===== src/rtl/nibble_serial_tx_pkg.sv =====
// Shared types and helpers for the nibble serial link: frame FSM states and
// the frame-length calculation used by both the transmitter and receiver benches.
package nibble_serial_tx_pkg;

  typedef enum logic [2:0] {
    IDLE,
    START,
    DATA,
    PARITY,
    STOP
  } tx_state_e;

  // Cycles from the accepting edge to the edge where busy falls.
  function automatic int frame_cycles(input int data_w, input int clks_per_bit, input int parity_en);
    return (2 + data_w + ((parity_en != 0) ? 1 : 0)) * clks_per_bit;
  endfunction

endpackage


===== src/rtl/nibble_serial_tx_bit_timer.sv =====
// Bit-period timer: counts CLKS_PER_BIT cycles per serial bit while a frame runs,
// flags the final cycle of each bit (bit_tick) and the cycle before it (pre_tick).
module bit_timer #(
  parameter int CLKS_PER_BIT = 4
) (
  input  logic clk,
  input  logic rst,
  input  logic restart,
  input  logic run,
  output logic bit_tick,
  output logic pre_tick
);

  localparam int CW = (CLKS_PER_BIT > 1) ? $clog2(CLKS_PER_BIT) : 1;
  localparam logic [CW-1:0] LAST = CW'(CLKS_PER_BIT - 1);

  logic [CW-1:0] cnt_q;
  logic [CW-1:0] cnt_d;

  assign bit_tick = run && (cnt_q == LAST);

  // pre_tick means the count after this edge will be the last of its bit.
  generate
    if (CLKS_PER_BIT == 1) begin : g_single
      assign pre_tick = run;
    end else begin : g_multi
      assign pre_tick = run && (cnt_q == CW'(CLKS_PER_BIT - 2));
    end
  endgenerate

  always_comb begin
    cnt_d = cnt_q;
    if (restart) begin
      cnt_d = '0;
    end else if (run) begin
      cnt_d = bit_tick ? '0 : cnt_q + 1'b1;
    end
  end

  always_ff @(posedge clk or negedge rst) begin
    if (!rst) begin
      cnt_q <= '0;
    end else begin
      cnt_q <= cnt_d;
    end
  end

endmodule


===== src/rtl/nibble_serial_tx.sv =====
// Framed serial transmitter: start bit, data LSB first, optional even parity, stop bit,
// fed by a valid/ready handshake. All line-side outputs are registered.
module nibble_serial_tx
  import nibble_serial_tx_pkg::*;
#(
  parameter int DATA_W       = 4,
  parameter int CLKS_PER_BIT = 4,
  parameter int PARITY_EN    = 1
) (
  input  logic              clk,
  input  logic              rst,
  input  logic              in_valid,
  output logic              in_ready,
  input  logic [DATA_W-1:0] in_data,
  output logic              tx_out,
  output logic              busy,
  output logic              done
);

  localparam int BW = $clog2(DATA_W + 1);
  localparam logic [BW-1:0] LAST_IDX = BW'(DATA_W - 1);

  tx_state_e         state_q, state_d;
  logic [DATA_W-1:0] shift_q, shift_d;
  logic [BW-1:0]     bit_idx_q, bit_idx_d;
  logic              parity_q, parity_d;
  logic              tx_out_q, tx_out_d;
  logic              busy_q, busy_d;
  logic              done_q, done_d;
  logic              accept;
  logic              bit_tick;
  logic              pre_tick;

  assign in_ready = ~busy_q;
  assign accept   = in_valid && in_ready;
  assign tx_out   = tx_out_q;
  assign busy     = busy_q;
  assign done     = done_q;

  bit_timer #(
    .CLKS_PER_BIT(CLKS_PER_BIT)
  ) u_bit_timer (
    .clk     (clk),
    .rst     (rst),
    .restart (accept),
    .run     (busy_q),
    .bit_tick(bit_tick),
    .pre_tick(pre_tick)
  );

  // tx_out_d always carries the level of the state being entered, so the line
  // changes on the same edge as the state.
  always_comb begin
    state_d   = state_q;
    shift_d   = shift_q;
    bit_idx_d = bit_idx_q;
    parity_d  = parity_q;
    tx_out_d  = tx_out_q;
    busy_d    = busy_q;
    case (state_q)
      IDLE: begin
        tx_out_d = 1'b1;
        if (accept) begin
          state_d   = START;
          shift_d   = in_data;
          parity_d  = ^in_data;
          bit_idx_d = '0;
          tx_out_d  = 1'b0;
          busy_d    = 1'b1;
        end
      end
      START: begin
        if (bit_tick) begin
          state_d   = DATA;
          bit_idx_d = '0;
          tx_out_d  = shift_q[0];
        end
      end
      DATA: begin
        if (bit_tick) begin
          shift_d = shift_q >> 1;
          if (bit_idx_q == LAST_IDX) begin
            state_d  = (PARITY_EN != 0) ? PARITY : STOP;
            tx_out_d = (PARITY_EN != 0) ? parity_q : 1'b1;
          end else begin
            bit_idx_d = bit_idx_q + 1'b1;
            tx_out_d  = shift_d[0];
          end
        end
      end
      PARITY: begin
        if (bit_tick) begin
          state_d  = STOP;
          tx_out_d = 1'b1;
        end
      end
      STOP: begin
        if (bit_tick) begin
          state_d  = IDLE;
          tx_out_d = 1'b1;
          busy_d   = 1'b0;
        end
      end
      default: begin
        state_d  = IDLE;
        tx_out_d = 1'b1;
        busy_d   = 1'b0;
      end
    endcase
    done_d = (state_d == STOP) && pre_tick;
  end

  always_ff @(posedge clk or negedge rst) begin
    if (!rst) begin
      state_q   <= IDLE;
      shift_q   <= '0;
      bit_idx_q <= '0;
      parity_q  <= 1'b0;
      tx_out_q  <= 1'b1;
      busy_q    <= 1'b0;
      done_q    <= 1'b0;
    end else begin
      state_q   <= state_d;
      shift_q   <= shift_d;
      bit_idx_q <= bit_idx_d;
      parity_q  <= parity_d;
      tx_out_q  <= tx_out_d;
      busy_q    <= busy_d;
      done_q    <= done_d;
    end
  end

endmodule


===== config.mk =====
export PLATFORM = sky130hd
export DESIGN_NAME = nibble_serial_tx
export DESIGN_NICKNAME = d
export VERILOG_FILES = /design/src/rtl/nibble_serial_tx_pkg.sv /design/src/rtl/nibble_serial_tx_bit_timer.sv /design/src/rtl/nibble_serial_tx.sv
export SDC_FILE = /design/constraint.sdc
export NUM_CORES = 1
export LEC_CHECK = 0
export CAP_MARGIN = 20
export CORE_MARGIN = 2
export CORE_UTILIZATION = 53
export CTS_CLUSTER_DIAMETER = 150
export DETAILED_ROUTE_END_ITERATION = 7
export PLACE_DENSITY = 0.72
export SYNTH_ARGS = -nofsm -noshare
export SYNTH_HDL_FRONTEND = slang
export SYNTH_SLANG_ARGS = --single-unit

===== constraint.sdc =====
create_clock -name clk -period 2.85 [get_ports clk]
set_clock_uncertainty 0.15 [all_clocks]
set_input_delay 0.57 -clock clk [delete_from_list [all_inputs] [get_ports clk]]
set_output_delay 0.57 -clock clk [all_outputs]
set_load 0.005 [all_outputs]

==> results.md, run 1 <==
- Result of the run: complete, no violations
- Kind of start point of the critical path: input pin
- Share of final-layout standard cells stronger than drive strength 1: 0.165
- Routability cong.: 0.786
- Final global-route overflow total: 0
- Final number of setup-violating endpoints: 0
- Clock-pin slew of the registers on the worst-case setup and hold paths: 0.09 ns
- Worst vdd ir: 604 uV
- End of the worst register-to-register path: bit_idx_q[0]$_DFFE_PN0P_
- Global-route wire length before repair: 2980 um
- 1st-pass router iterations: 4
- Leading cell type in the layout, fill and taps excluded: sky130_fd_sc_hd__dfrtp_1
- Max stage delay on crit path: 0.51 ns
- Most frequent cells in the layout: 15 x sky130_fd_sc_hd__dfrtp_1, 10 x sky130_fd_sc_hd__clkdlybuf4s50_1
- Critical path, cell by cell: clkdlybuf4s50_1, or4b_4, o21a_1, or3_4, mux2_4
- Sink count of the clock tree: 16
- Post-synth net total: 99
- Final clock period utilization by the worst path: 0.806
- P per Cell Area: 874 nW/um^2
- Total Nets Final: 109
- Warnings, synthesis: 0
- Slew at the pin closest to its max-slew limit: 0.716 ns
- Die X-Extent: 45.6 um
- Total setup buffers inserted after CTS: 0
- Hold Crit Class: register to register
- Number of antenna cells inserted: 0
- Proportion of synthesized flip-flops having asynchronous set or reset: 1.00
- Crit path arrival time: 2.33 ns
- Tightest hold margin: between 0.3 and 0.4 ns
- Part of the Yosys area used for sequential elements: 0.437
- Ratio of routed vias to standard cells: slightly below 6
- Via count of the first global-routing pass: slightly below 700
- Mapped Area: 918 um^2
- Maximum number of pins on one net before global-route repair: 17
- Top-Level Pins: 11
- Violation count after the first detailed-route iteration: 24
- Final Core Density: 0.615
- Cell at the root of the clock tree: sky130_fd_sc_hd__clkbuf_4
- Number of DRC violations after detailed routing: 0
- Logic depth of the worst register-to-register path: 4
- Reg-to-reg slack, setup: around 0.74 ns
- Critical path peak fanout: 4
- End point of the worst hold path: u_bit_timer.cnt_q[0]$_DFFE_PN0P_
- Area inside the core boundary: 1670 um^2
- CP Capture Type: register
- Die outline height: 45.6 um
- Wire length after detailed routing: between 1500 and 2000 um
- Slew Limit Headroom: 0.521
- Count of flip-flops with a built-in enable after synthesis: 0
- Gr usage total: 0.205
- Half-perimeter wire length after placement: ~1200 um
- Final Hold Fails: 0
- Source-to-sink clock delay at the later pin of the worst-skew pair: 0.28 ns
- Wire length per cell after detailed routing: 14.6 um
- Launch instance of the worst register-to-register path: state_q[0]$_DFF_PN0_
- Area fraction of the dominant cell type after synthesis: 0.409
- TNS Setup: 0 ns
- Number of max-cap violations: 0
- Hold path depth: 1
- Post-Layout Inst Area: 1030 um^2
- Worst Path Class, Setup: input pin to register
- Beginning of the worst hold path: u_bit_timer.cnt_q[0]$_DFFE_PN0P_
- Synthesized instance count: 88
- ANT nets after route: 0
- Cell variety after synth: 33
- Port-buffer cells: 10
- Slowest library cell on the worst path: sky130_fd_sc_hd__clkdlybuf4s50_1
- Final critical-path required period: between 2 and 2.5 ns
- Avg Cell Area, Syn: around 10 um^2
- Setup repair after global routing missed its margin: false
- Clk buf depth: 2
- Static leakage: 0.436 nW
- Area after detailed placement: 1000 um^2
- Cts bufs inserted: 3
- Flop and latch count out of synthesis: 16
- Total die area: 2080 um^2
- Area growth, synth to finish: 11.9%
- Ys flop type: sky130_fd_sc_hd__dfrtp_1
- H-Tree Level Count: 1
- Vias: between 600 and 700
- Required time reported for the critical path endpoint: about 2.9 ns
- Biggest area contributors in the synthesized netlist: sky130_fd_sc_hd__dfrtp_1 41%, sky130_fd_sc_hd__mux2_2 7.4%, sky130_fd_sc_hd__ha_1 5.4%
- Cell accounting for the most synthesized area: sky130_fd_sc_hd__dfrtp_1
- Antenna violations before repair: 0
- Maximum clock rate: 435 MHz
- Std-Cell Rows: 15
- Post_cts resized: 0
- TritonCTS clock tree: built
- Hold buffers post-CTS: 0
- Final-report max-slew violation count: 0
- Initial Util: 0.550
## synth_stat cells, drive strengths merged, types with 2 or more instances
cell type	count
or3	2
clkbuf	2
buf	3
dfrtp	15
nor3	2
nor2	6
o21ai	6
o21a	2
a21oi	4
inv	4
mux2	7
a22o	2
xnor2	5
nand2	6
ha	4
o31a	2
nand3	3
nand3b	2
## metal layers
layer  wire length, um  part of all wire  global-route usage
met1               818              0.49               0.281
met2               760              0.46               0.287
met3                53             0.032              0.0556
met4                37             0.022               0.124
met5                 0                 0                   0
## worst max-delay path: cells and delay by family
family          cells  cell delay [ns]
mux                 1             0.26
simple gates        2             0.85
compound gates      1             0.14
buf+inv             1             0.51
## how the worst max path moves through the flow
stage	slack, ns	to	from
floorplan	0.82	bit_idx_q[0]$_DFFE_PN0P_	busy$_DFFE_PN0P_
global placement	0.29	bit_idx_q[0]$_DFFE_PN0P_	in_valid
detailed placement	0.26	bit_idx_q[0]$_DFFE_PN0P_	in_valid
CTS	0.57	bit_idx_q[0]$_DFFE_PN0P_	in_valid
global route	0.52	bit_idx_q[0]$_DFFE_PN0P_	in_valid
finish	0.55	bit_idx_q[0]$_DFFE_PN0P_	in_valid
## where the power goes
part / internal (mW) / total [mW] / switching [mW]
registers: 0.310 / 0.407 / 0.0965
clock network: 0.0544 / 0.126 / 0.0713
logic: 0.195 / 0.366 / 0.170
## per-stage QoR
stage,instances,setup slack (ns),power (mW)
finish,114,0.553,0.898
global route,114,0.522,0.976
global placement,110,0.293,0.762
floorplan,88,0.816,0.708
detailed placement,110,0.259,0.777
CTS,114,0.567,0.905
## area by class of cell
cell class / instances / area [um^2]
sequential: 16 / 402
clock buffer: 4 / 26.3
multi-input combinational: 63 / 463
tap: 17 / 21.3
fill: 138 / 643
inverter: 4 / 15.0
timing repair buffer: 10 / 100
## flip-flops by register name, indices dropped and copies added (netlist names)
name,cells
shift_q,4
bit_idx_q,3
state_q,3
u_bit_timer.cnt_q,2
busy,1
done,1
parity_q,1
tx_out,1
## logic make-up after synthesis
kind of cell	Yosys count	synth area share
compound gates	19	0.134
xor+xnor	6	0.0572
fa+ha+maj	4	0.0545
buf+inv	9	0.0586
flops	16	0.437
mux	8	0.101
simple gates	26	0.158
(Power assumes the default switching activity.)
==> run 2: changes to the inputs <==
CORE_UTILIZATION = 48   (was 53)
PLACE_DENSITY = 0.69   (was 0.72)
clock period = 1.9 ns   (was 2.85 ns; I/O delays follow)
==> results.md, run 2 (synthesis gave the netlist of run 1 again) <==
- Final WS setup: -0.0111 ns
- Launch instance of the worst register-to-register path: busy$_DFFE_PN0P_
- Required time reported for the critical path endpoint: 1.93 ns
- Maximum number of pins on one net before global-route repair: 17
- Slew at the pin closest to its max-slew limit: 0.387 ns
- Routability cong.: 0.787
- Hold Crit Class: input pin to asynchronous set/reset pin
- Clk buf depth: 2
- Final critical-path required period: around 1.9 ns
- Final clock period utilization by the worst path: 1.01
- Register containing the most flip-flops in the final layout: shift_q
- Total setup buffers inserted after CTS: 0
- Die X-Extent: roughly 48 um
- Number of flip-flops in the largest register: 4
- End of the worst register-to-register path: bit_idx_q[0]$_DFFE_PN0P_
- Setup repair after global routing missed its margin: true
- Total die area: 2280 um^2
- TNS Setup: -0.0111 ns
- Clock-pin slew of the registers on the worst-case setup and hold paths: 0.10 ns
- Logic depth of the worst register-to-register path: 4
- Result of the run: finished with violations
- Violations in the final reports: negative setup slack
- Leading cell type in the layout, fill and taps excluded: sky130_fd_sc_hd__dfrtp_1
- Registers with the most flip-flops: shift_q: 4 flops, bit_idx_q: 3 flops, state_q: 3 flops
- Tightest hold margin: 0.254 ns
- Cts bufs inserted: 3
- Port-buffer cells: 10
- Total Nets Final: 120
- P per Cell Area: approximately 1300 nW/um^2
- Source-to-sink clock delay at the later pin of the worst-skew pair: 0.28 ns
- Static leakage: 0.500 nW
- Global-route wire length before repair: 2970 um
- Slew Limit Headroom: 0.741
- ANT nets after route: 0
- Worst vdd ir: 830 uV
- Half-perimeter wire length after placement: roughly 1300 um
- H-Tree Level Count: 1
- Final-report max-slew violation count: 0
- Crit path arrival time: 1.94 ns
- Final Hold Fails: 0
- Die outline height: 47.7 um
- Critical path peak fanout: 3
- Number of DRC violations after detailed routing: 0
- Via count of the first global-routing pass: 676
- Sink count of the clock tree: 16
- Area growth, synth to finish: 23.3%
- Most frequent cells in the layout: 15 x sky130_fd_sc_hd__dfrtp_1, 11 x sky130_fd_sc_hd__buf_4, 8 x sky130_fd_sc_hd__clkdlybuf4s50_1
- TritonCTS clock tree: built
- Wire length per cell after detailed routing: between 10 and 15 um
- Number of antenna cells inserted: 0
- Share of final-layout standard cells stronger than drive strength 1: 0.278
- Vias: between 600 and 700
- 1st-pass router iterations: 4
- Reg-to-reg slack, setup: -0.01 ns
- Antenna violations before repair: 0
- Wire length after detailed routing: 1680 um
- Violation count after the first detailed-route iteration: 3
- Area inside the core boundary: 1760 um^2
- Cell at the root of the clock tree: sky130_fd_sc_hd__clkbuf_4
- Worst Path Class, Setup: register to register
- Kind of start point of the critical path: register
- Gr usage total: 0.189
- Maximum clock rate: 523 MHz
- Ratio of routed vias to standard cells: 5.13
- Top-Level Pins: 11
- Initial Util: 0.521
- CP Capture Type: register
- Number of max-cap violations: 0
- Final number of setup-violating endpoints: 1
- Final global-route overflow total: 0
- Std-Cell Rows: 15
==> run 2: cell count changes in the layout (fill, tap and decap cells not counted), sizes merged <==
| cell | change |
|---|---|
| dlygate4sd2 | +2 |
| buf | +11 |
| clkdlybuf4s50 | -2 |
==> run 2: stage by stage <==
stage	util	area, um^2	setup WS [ns]	power, mW	instances
5_1_grt	0.642	1130	-0.0534	1.62	133
3_3_place_gp	0.620	1090	-0.403	1.23	129
2_1_floorplan	-	922	-0.122	1.07	88
3_5_place_dp	0.620	1090	-0.415	1.26	129
4_1_cts	0.639	1130	-0.00682	1.49	133
6_report	0.642	1130	-0.0111	1.48	133
==> run 2: how the worst max path moves through the flow <==
stage                         startpoint                  endpoint  slack, ns
global route            busy$_DFFE_PN0P_  bit_idx_q[0]$_DFFE_PN0P_      -0.05
CTS                 state_q[1]$_DFF_PN0_  bit_idx_q[0]$_DFFE_PN0P_     -0.007
finish                  busy$_DFFE_PN0P_  bit_idx_q[0]$_DFFE_PN0P_      -0.01
global placement                in_valid  bit_idx_q[0]$_DFFE_PN0P_      -0.40
detailed placement              in_valid  bit_idx_q[0]$_DFFE_PN0P_      -0.42
floorplan           state_q[1]$_DFF_PN0_  bit_idx_q[0]$_DFFE_PN0P_      -0.12
==> run 2: layer usage <==
layer	track usage	routed length, um	vias to the layer above
met2	0.285	805	6
met1	0.279	832	324
met3	0.0226	28	2
li1	-	-	350
met4	0.0649	10	0
met5	0	0	-
==> run 2: what timing repair did <==
| action | in CTS | in global routing |
|---|---|---|
| hold buffers | 0 | 0 |
| endpoints found under the setup margin | 4 | 3 |
| cloned | 0 | 0 |
| pin swaps | 0 | 1 |
| resized for setup | 3 | 1 |
==> run 2: area by class of cell <==
cell class / instances / area [um^2]
Clock buffer: 4 / 36.3
Fill cell: 161 / 632
Inverter: 4 / 15.0
Multi-Input combinational cell: 63 / 468
Sequential cell: 16 / 402
Tap cell: 25 / 31.3
Timing Repair Buffer: 21 / 180
==> run 2: report_power, final <==
part           switching [mW]  internal, mW  leakage [nW]  total (mW)
logic                   0.342         0.366         0.280       0.708
clock network           0.108         0.116        0.0210       0.224
registers              0.0781         0.467         0.199       0.545
total                   0.528         0.950         0.500        1.48
==> run 2: critical path, cell delays in order, from the launching register on <==
cell and delay, ns:
sky130_fd_sc_hd__dfrtp_1 0.40, sky130_fd_sc_hd__or4b_4 0.54, sky130_fd_sc_hd__o21a_1 0.13, sky130_fd_sc_hd__or3_4 0.33, sky130_fd_sc_hd__mux2_4 0.26
==> run 3: changes to the inputs <==
CORE_MARGIN = 4   (was 2)
==> results.md, run 3 (synthesis gave the netlist of run 1 again) <==
- Result of the run: finished with violations
- Violations in the final reports: negative setup slack
- Routability cong.: about 0.82
- Cts bufs inserted: 3
- Final cell count without fillers: 133
- Half-perimeter wire length after placement: 1300 um
- Clk buf depth: 2
- Static leakage: between 0.5 and 0.6 nW
- Die outline height: 51.7 um
- 1st-pass router iterations: 4
- Worst vdd ir: 706 uV
- Maximum number of pins on one net before global-route repair: 17
- Register containing the most flip-flops in the final layout: shift_q
- Critical path, cell by cell: or4b_4, o21a_1, or3_4, mux2_4
- Launch instance of the worst register-to-register path: busy$_DFFE_PN0P_
- Leading cell type in the layout, fill and taps excluded: sky130_fd_sc_hd__dfrtp_1
- Slowest library cell on the worst path: sky130_fd_sc_hd__or4b_4
- Vias: 692
- Ratio of routed vias to standard cells: roughly 5.2
- Number of antenna cells inserted: 0
- Setup repair after global routing missed its margin: true
- Total die area: 2680 um^2
- P per Cell Area: roughly 1300 nW/um^2
- Area inside the core boundary: about 1800 um^2
- Wire length per cell after detailed routing: around 13 um
- Critical path peak fanout: 3
- Share of final-layout standard cells stronger than drive strength 1: 0.278
- Violation count after the first detailed-route iteration: 8
- Crit path arrival time: 1.95 ns
- Clock-pin slew of the registers on the worst-case setup and hold paths: 0.10 ns
- Hold Crit Class: input pin to asynchronous set/reset pin
- Number of flip-flops in the largest register: 4
- Slew Limit Headroom: 0.771
- Family with the most delay on the worst path: simple AND/OR/NAND/NOR gates
- Critical path buffer and inverter count: 0
- TritonCTS clock tree: built
- Area after detailed placement: 1090 um^2
- Final WS setup: -0.0175 ns
- Antenna violations before repair: 0
- Number of max-cap violations: 0
- Final number of setup-violating endpoints: 1
- Gr usage total: 0.156
- Kind of start point of the critical path: register
- Area growth, synth to finish: 23.3%
- CP Capture Type: register
- Registers with the most flip-flops: shift_q: 4 flops, bit_idx_q: 3 flops, state_q: 3 flops
- Critical Path Start: busy$_DFFE_PN0P_
- Sink count of the clock tree: 16
- Die X-Extent: 51.7 um
- Wire length after detailed routing: 1710 um
- Required time reported for the critical path endpoint: 1.93 ns
- Top-Level Pins: 11
- ANT nets after route: 0
- Maximum clock rate: 522 MHz
- Total setup buffers inserted after CTS: 0
- Tightest hold margin: 0.250 ns
- Final Hold Fails: 0
- Initial Util: 0.521
- Port-buffer cells: 10
- Final critical-path required period: 1.92 ns
- Final global-route overflow total: 0
- Placed Cells incl. Taps: 129
- Worst Path Class, Setup: register to register
- Total Nets Final: 120
- Hold buffers post-CTS: 0
- Slew at the pin closest to its max-slew limit: 0.343 ns
- Global-route wire length before repair: 3050 um
- Most frequent cells in the layout: 15 x sky130_fd_sc_hd__dfrtp_1, 11 x sky130_fd_sc_hd__buf_4, 8 x sky130_fd_sc_hd__clkdlybuf4s50_1
- Cell at the root of the clock tree: sky130_fd_sc_hd__clkbuf_4
- Post-Layout Inst Area: approximately 1100 um^2
- Source-to-sink clock delay at the later pin of the worst-skew pair: 0.29 ns
- Via count of the first global-routing pass: 684
- Number of DRC violations after detailed routing: 0
- Final clock period utilization by the worst path: 1.01
- H-Tree Level Count: 1
- Max stage delay on crit path: 0.54 ns
- Final-report max-slew violation count: 0
- Std-Cell Rows: 15
==> run 3: cell counts in the layout (fill, tap and decap cells not counted) <==
Identical to the previous run, type by type.
==> run 3: worst paths after layout <==
check                                                    to  slack (ns)  cells after the start
max reg2reg                        bit_idx_q[0]$_DFFE_PN0P_       -0.02                      4
min in group clk           u_bit_timer.cnt_q[0]$_DFFE_PN0P_        0.36                      1
min reg2reg                u_bit_timer.cnt_q[0]$_DFFE_PN0P_        0.36                      1
max                                bit_idx_q[0]$_DFFE_PN0P_       -0.02                      4
min                                    state_q[1]$_DFF_PN0_        0.25                      2
max in group asynchronous                tx_out$_DFFE_PN1P_        1.10                      2
==> run 3: what timing repair did <==
action                                 CTS  global route
pin swaps                                1             1
gates resized for setup                  3             1
endpoints found under the hold margin    0             0
setup endpoints to repair                4             4
==> run 3: per-stage QoR <==
stage / TNS, ns / setup slack [ns] / total power [mW] / utilization
detailed placement: -2.56 / -0.432 / 1.26 / 0.620
finish: -0.0175 / -0.0175 / 1.48 / 0.642
global route: -0.144 / -0.0864 / 1.62 / 0.642
floorplan: -0.291 / -0.122 / 1.07 / -
global placement: -2.34 / -0.404 / 1.23 / 0.620
CTS: -0.0254 / -0.0254 / 1.49 / 0.639
==> run 3: routing by layer <==
layer	up-vias	part of all wire	track usage
met2	9	0.47	0.242
met3	2	0.026	0.0344
li1	349	-	-
met5	-	0	0
met4	0	0.0088	0.0655
met1	332	0.49	0.208
==> run 3: cell type report <==
cell class / instances / area, um^2
Inverter: 4 / 15.0
Fill cell: 159 / 632
Timing Repair Buffer: 21 / 180
Multi-Input combinational cell: 63 / 468
Sequential cell: 16 / 402
Clock buffer: 4 / 36.3
Tap cell: 25 / 31.3
==> run 3: worst reg2reg max path: stages (launching register included) <==
cell and delay (ns):
sky130_fd_sc_hd__dfrtp_1 0.39, sky130_fd_sc_hd__or4b_4 0.54, sky130_fd_sc_hd__o21a_1 0.13, sky130_fd_sc_hd__or3_4 0.33, sky130_fd_sc_hd__mux2_4 0.26
==> run 3: where the power goes <==
| group | switching (mW) | internal [mW] | total [mW] |
|---|---|---|---|
| Sequential | 0.0766 | 0.467 | 0.543 |
| Combinational | 0.337 | 0.365 | 0.703 |
| Clock | 0.117 | 0.117 | 0.234 |
| Total | 0.531 | 0.949 | 1.48 |
==> RTL edit 1, RTL diff (settings of run 1) <==
The 5 states of `tx_state_e` get a one-hot encoding in 5 bits.
--- a/src/rtl/nibble_serial_tx_pkg.sv
+++ b/src/rtl/nibble_serial_tx_pkg.sv
@@ -3,10 +3,10 @@
 package nibble_serial_tx_pkg;
 
-  typedef enum logic [2:0] {
-    IDLE,
-    START,
-    DATA,
-    PARITY,
-    STOP
+  typedef enum logic [4:0] {
+    IDLE   = 5'b00001,
+    START  = 5'b00010,
+    DATA   = 5'b00100,
+    PARITY = 5'b01000,
+    STOP   = 5'b10000
   } tx_state_e;
 
Behaviour: no difference found for any inputs over 10 cycles, from zero or initial values and one cycle with rst low; not proved beyond that.
==> RTL edit 1 against run 1 <==
Critical path depth fell by 3; non-clock buffer count did not move; count of clock-buffer cells in the layout fell by 1; cell area rose by 12%; register-to-register slack improved by 0.19 ns; die area rose by 12%; area after synthesis rose by 13%; first-iteration DRC count fell by 54%; sequential cell count rose by 2; setup slack improved by 0.20 ns; wire length rose by 11%; total power fell by 6.5%; highest routed layer unchanged.
==> RTL edit 1: results (changes against run 1) <==
** Outcome
- Run status: completed (unchanged).

** Clocking
- Clock transition at the register clock pins on the worst setup and hold paths after CTS :: 0.11 ns (was 0.09 ns)

** Pwr
- The maximum vdd ir drop is 0.5038 mV (was 0.6042 mV).
- Static Leakage :: 0.4866 nW (was 0.4357 nW)
- Cell internal power dissipation :: 0.5345 mW (was 0.5599 mW)

** Routing
- Length of routed wiring on met1 :: 959 um (was 818 um)
- The aggregate routed wire length was 1858 um (was 1669 um).
- The initial detailed-routing violation count was 11 (was 24).
- Met2 routed WL :: 827 um (was 760 um)
- The wire length on met3 is 58 um (was 53 um).
- The wire length per cell after detailed routing is 12.90 um (was 14.64 um).

** Finish
- Reg area :: 452.9 um2 (was 401.6 um2)
- Top flop regs :: state_q (5), shift_q (4), bit_idx_q (3) (was shift_q (4), bit_idx_q (3), state_q (3))
- Clock buffers :: 3 (was 4)
- Proportion of cell area occupied by multi-input gates :: 44.73% (was 45.07%)
- Area share of buffers outside the clock network :: 8.686% (was 9.744%)
- Filler Cells Inserted :: 145 (was 138)
- The clock-cell share of area was 1.954% (was 2.558%).
- Total number of nets in the final design :: 132 (was 109)
- Layout inverter count without the clock tree :: 8 (was 4)

** Global routing
- The via count of the first global-routing pass came to 727 (was 678).
- GRT Resource Usage Total :: 19.48% (was 20.55%)
- The pin count of the biggest net entering global routing was 19 (was 17).
- First-pass GRT wire length :: 3125 um (was 2980 um)

** Synth
- The cell count after synthesis was 110 (was 88).
- Top area cells in the synthesized netlist :: sky130_fd_sc_hd__dfrtp_1 39%, sky130_fd_sc_hd__dfstp_2 5.1%, sky130_fd_sc_hd__ha_1 4.8%, sky130_fd_sc_hd__o21ai_0 4.8%, sky130_fd_sc_hd__a21oi_1 3.4% (was sky130_fd_sc_hd__dfrtp_1 41%, sky130_fd_sc_hd__mux2_2 7.4%, sky130_fd_sc_hd__ha_1 5.4%, sky130_fd_sc_hd__xnor2_1 4.8%, sky130_fd_sc_hd__o21ai_0 3.3%)
- The number of distinct library cells after synthesis came to 38 (was 33).
- The number of nets in the synthesized netlist was 121 (was 99).
- Mean instance size in the synthesized netlist :: 9.418 um2 (was 10.44 um2)

** Critical path
- Slack of the worst reg-to-reg path :: 0.93 ns (was 0.74 ns)
- The cell family with the largest share of critical-path delay is buffers and inverters (was simple AND/OR/NAND/NOR gates).
- The arrival time of the worst setup path is 1.37 ns (was 2.33 ns).
- The peak fanout along the critical path is 7 (was 4).

** Timing
- Relative max-transition margin :: 45.68% (was 52.14%)

** Placed design
- Number of placed instances, taps included :: 141 (was 110)
- Total half-perimeter wirelength after legalization and detailed placement :: 1362 um (was 1179 um)
- The instance area after placement was 0.001130 mm2 (was 0.001001 mm2).
[RTL edit 1: cell types whose count changed after synthesis, sizes merged, moves of 3 or more]
cell / before / now
inv: 4 / 8
nand2: 6 / 9
mux2: 7 / 0
o21ai: 6 / 14
a21oi: 4 / 7
[RTL edit 1: per-layer routing]
metal	up-vias	track usage, %
met4	0	9.730
li1	409	-
met3	2	2.222
met5	-	0
met2	12	29.74
met1	373	27.27
[RTL edit 1: metrics by stage]
stage	hold slack, ns	power [mW]	utilization [%]	worst slack, ns
floorplan	0.1244	0.6312	-	1.152
global placement	0.3155	0.7104	63.37	0.7717
detailed placement	0.3313	0.7198	63.37	0.7623
CTS	0.3465	0.8452	64.63	0.7458
global route	0.3749	0.9038	64.63	0.7110
finish	0.3407	0.8397	64.63	0.7567
[RTL edit 1: kinds of logic after synthesis]
logic type	synth area share (%)
mux	2.899
simple gates	19.32
xor+xnor	4.227
buf+inv	6.521
flops	43.72
fa+ha+maj	4.831
compound gates	18.48
[RTL edit 1: power by group through the flow]
stage	combinational (mW)	clock (mW)	sequential, mW
3_5_place_dp	0.301	0	0.419
5_1_grt	0.343	0.134	0.426
4_1_cts	0.303	0.129	0.414
6_report	0.301	0.125	0.414
3_3_place_gp	0.295	0	0.415
2_1_floorplan	0.250	0	0.381
[RTL edit 1: path summary, 6_finish.rpt]
check	startpoint	to
min in group asynchronous	rst	state_q[1]$_DFF_PN0_
max reg2reg	state_q[1]$_DFF_PN0_	bit_idx_q[2]$_DFFE_PN0P_
min reg2reg	bit_idx_q[0]$_DFFE_PN0P_	bit_idx_q[0]$_DFFE_PN0P_
min	bit_idx_q[0]$_DFFE_PN0P_	bit_idx_q[0]$_DFFE_PN0P_
max	busy$_DFFE_PN0P_	in_ready
max in group asynchronous	rst	shift_q[0]$_DFFE_PN0P_
==> RTL edit 2, RTL diff (config.mk and constraints of run 1) <==
Made on the original files. Change the parameter `PARITY_EN` from 1 to 0.
--- a/src/rtl/nibble_serial_tx.sv
+++ b/src/rtl/nibble_serial_tx.sv
@@ -6,5 +6,5 @@
   parameter int DATA_W       = 4,
   parameter int CLKS_PER_BIT = 4,
-  parameter int PARITY_EN    = 1
+  parameter int PARITY_EN    = 0
 ) (
   input  logic              clk,
Check against the original RTL: no difference found for any inputs over 10 cycles, from zero or initial values and one cycle with rst low; that may be too few to reach the edited logic, so the function may still have changed.
==> RTL edit 2 against run 1 <==
Sequential power decreased by 2%; setup slack improved by 0.14 ns; cell area decreased by 1.7%; area after synthesis decreased by 4.1%; combinational power increased by 19%; total power increased by 6.2%; sequential cell count decreased by 1; maximum frequency increased by 6.5%; wire length decreased by 4.1%; largest power group is now combinational cells; highest routed layer unchanged.
==> RTL edit 2: results (changes against run 1) <==
** Placed design
- Total half-perimeter wirelength after legalization and detailed placement :: 1171 um (was 1179 um)
- Routability cong. :: 0.7882 (was 0.7861)
- Number of placed instances, taps included :: 102 (was 110)

** Routing
- The aggregate routed wire length came to 1600 um (was 1669 um).
- Via-per-instance ratio :: 6.009 (was 5.921)
- Initial detailed-routing violation count :: 16 (was 24)
- Average wire per standard cell :: 15.09 um (was 14.64 um)
- The number of iterations in the first detailed-routing pass was 4 (unchanged).

** Global routing
- The wire length of the first global-routing pass was 2725 um (was 2980 um).
- The total global routing track utilization was 18.81% (was 20.55%).

** Worst hold path
- The endpoint of the worst hold-timing path is bit_idx_q[0]$_DFFE_PN0P_ (was u_bit_timer.cnt_q[0]$_DFFE_PN0P_).
- Source of the worst hold timing path :: bit_idx_q[0]$_DFFE_PN0P_ (was u_bit_timer.cnt_q[0]$_DFFE_PN0P_)

** Critical path
- Reg2reg end :: bit_idx_q[2]$_DFFE_PN0P_ (was bit_idx_q[0]$_DFFE_PN0P_)
- Kind of cell adding the most delay to the critical path :: buffers and inverters (was simple AND/OR/NAND/NOR gates)
- Crit path DAT :: 2.17 ns (was 2.33 ns)
- Worst R2R Path Depth :: 5 (was 4)
- CP Max Fanout :: 4 (unchanged)
- The worst-case register-to-register setup slack is 0.78 ns (was 0.74 ns).
- Reg-to-reg critical path startpoint :: bit_idx_q[0]$_DFFE_PN0P_ (was state_q[0]$_DFF_PN0_)

** Synth
- Top post-synthesis cells by count :: 14 x sky130_fd_sc_hd__dfrtp_1, 6 x sky130_fd_sc_hd__inv_1, 6 x sky130_fd_sc_hd__mux2_2 (was 15 x sky130_fd_sc_hd__dfrtp_1, 6 x sky130_fd_sc_hd__mux2_2, 6 x sky130_fd_sc_hd__nand2_1, 6 x sky130_fd_sc_hd__nor2_1, 6 x sky130_fd_sc_hd__o21ai_0)
- Top area cells in the synthesized netlist: sky130_fd_sc_hd__dfrtp_1 40%, sky130_fd_sc_hd__mux2_2 7.7%, sky130_fd_sc_hd__ha_1 5.7%, sky130_fd_sc_hd__mux2_4 3.4%, sky130_fd_sc_hd__a2111oi_4 3.1% (was sky130_fd_sc_hd__dfrtp_1 41%, sky130_fd_sc_hd__mux2_2 7.4%, sky130_fd_sc_hd__ha_1 5.4%, sky130_fd_sc_hd__xnor2_1 4.8%, sky130_fd_sc_hd__o21ai_0 3.3%).
- Net Count, Synth :: 91 (was 99)
- The average footprint of a synthesized cell came to 11.01 um2 (was 10.44 um2).
- Sequential element share of the synthesized area :: 42.76% (was 43.73%)
- Number of distinct library cells after synthesis :: 36 (was 33)

** Pwr
- The leakage dissipation was 0.4345 nW (was 0.4357 nW).
- The switching power is 0.3426 mW (was 0.3382 mW).
- The maximum vdd ir drop was 0.4727 mV (was 0.6042 mV).

** Outcome
- Run status :: completed (unchanged)

** Clocking
- Maximum clock path buffer count :: 2 (unchanged)

** Finish
- Ratio of cells with drive above 1 in the final layout :: 18.89% (was 16.49%)

** Timing
- Slew @ Worst Pin :: 0.6734 ns (was 0.7156 ns)
RTL edit 2: area by class of cell:
cell class / instances / area (um2)
Multi-Input combinational cell: 55 / 464.2
Clock buffer: 4 / 26.28
Fill cell: 141 / 514.2
Sequential cell: 15 / 376.6
Timing Repair Buffer: 10 / 100.1
Inverter: 6 / 22.52
Tap cell: 16 / 20.02
RTL edit 2: per-stage QoR:
step	cell area [um2]	hold WS, ns	worst slack (ns)
floorplan	880.8	0.1244	0.9153
global placement	983.4	0.3254	0.4205
detailed placement	983.4	0.3300	0.3950
CTS	1010	0.3419	0.6915
global route	1010	0.3707	0.6465
finish	1010	0.3340	0.6932
RTL edit 2: worst max-delay path by stage:
stage,cells after the start,end
finish,4,shift_q[2]$_DFFE_PN0P_
global route,2,in_ready
CTS,2,in_ready
detailed placement,4,shift_q[2]$_DFFE_PN0P_
global placement,4,shift_q[2]$_DFFE_PN0P_
floorplan,5,bit_idx_q[2]$_DFFE_PN0P_
RTL edit 2: cells by family (layout without fill, tap and decap cells):
group / after synthesis / in the layout / synth area share, %
AO/OA/AOI/OAI: 17 / 17 / 16.48
AND/OR/NAND/NOR: 24 / 24 / 17.19
multiplexers: 10 / 10 / 13.35
adder cells (fa/ha/maj): 4 / 4 / 5.682
buffers and inverters: 10 / 20 / 4.546
flip-flops: 15 / 15 / 42.76
RTL edit 2: power by group through the flow:
stage               registers [mW]  clock network (mW)  logic, mW
finish                       0.400               0.116      0.437
global route                 0.413               0.128      0.492
CTS                          0.399               0.123      0.442
detailed placement           0.401                   0      0.438
global placement             0.400                   0      0.429
floorplan                    0.354                   0      0.386
RTL edit 2: layer usage:
metal  up-vias  global-route usage, %  share of wire [%]
met5         -                      0                  0
met4         0                  7.273               0.63
met3         2                  2.400                1.6
met2         5                  31.01                 50
met1       321                  25.19                 48
li1        309                      -                  -
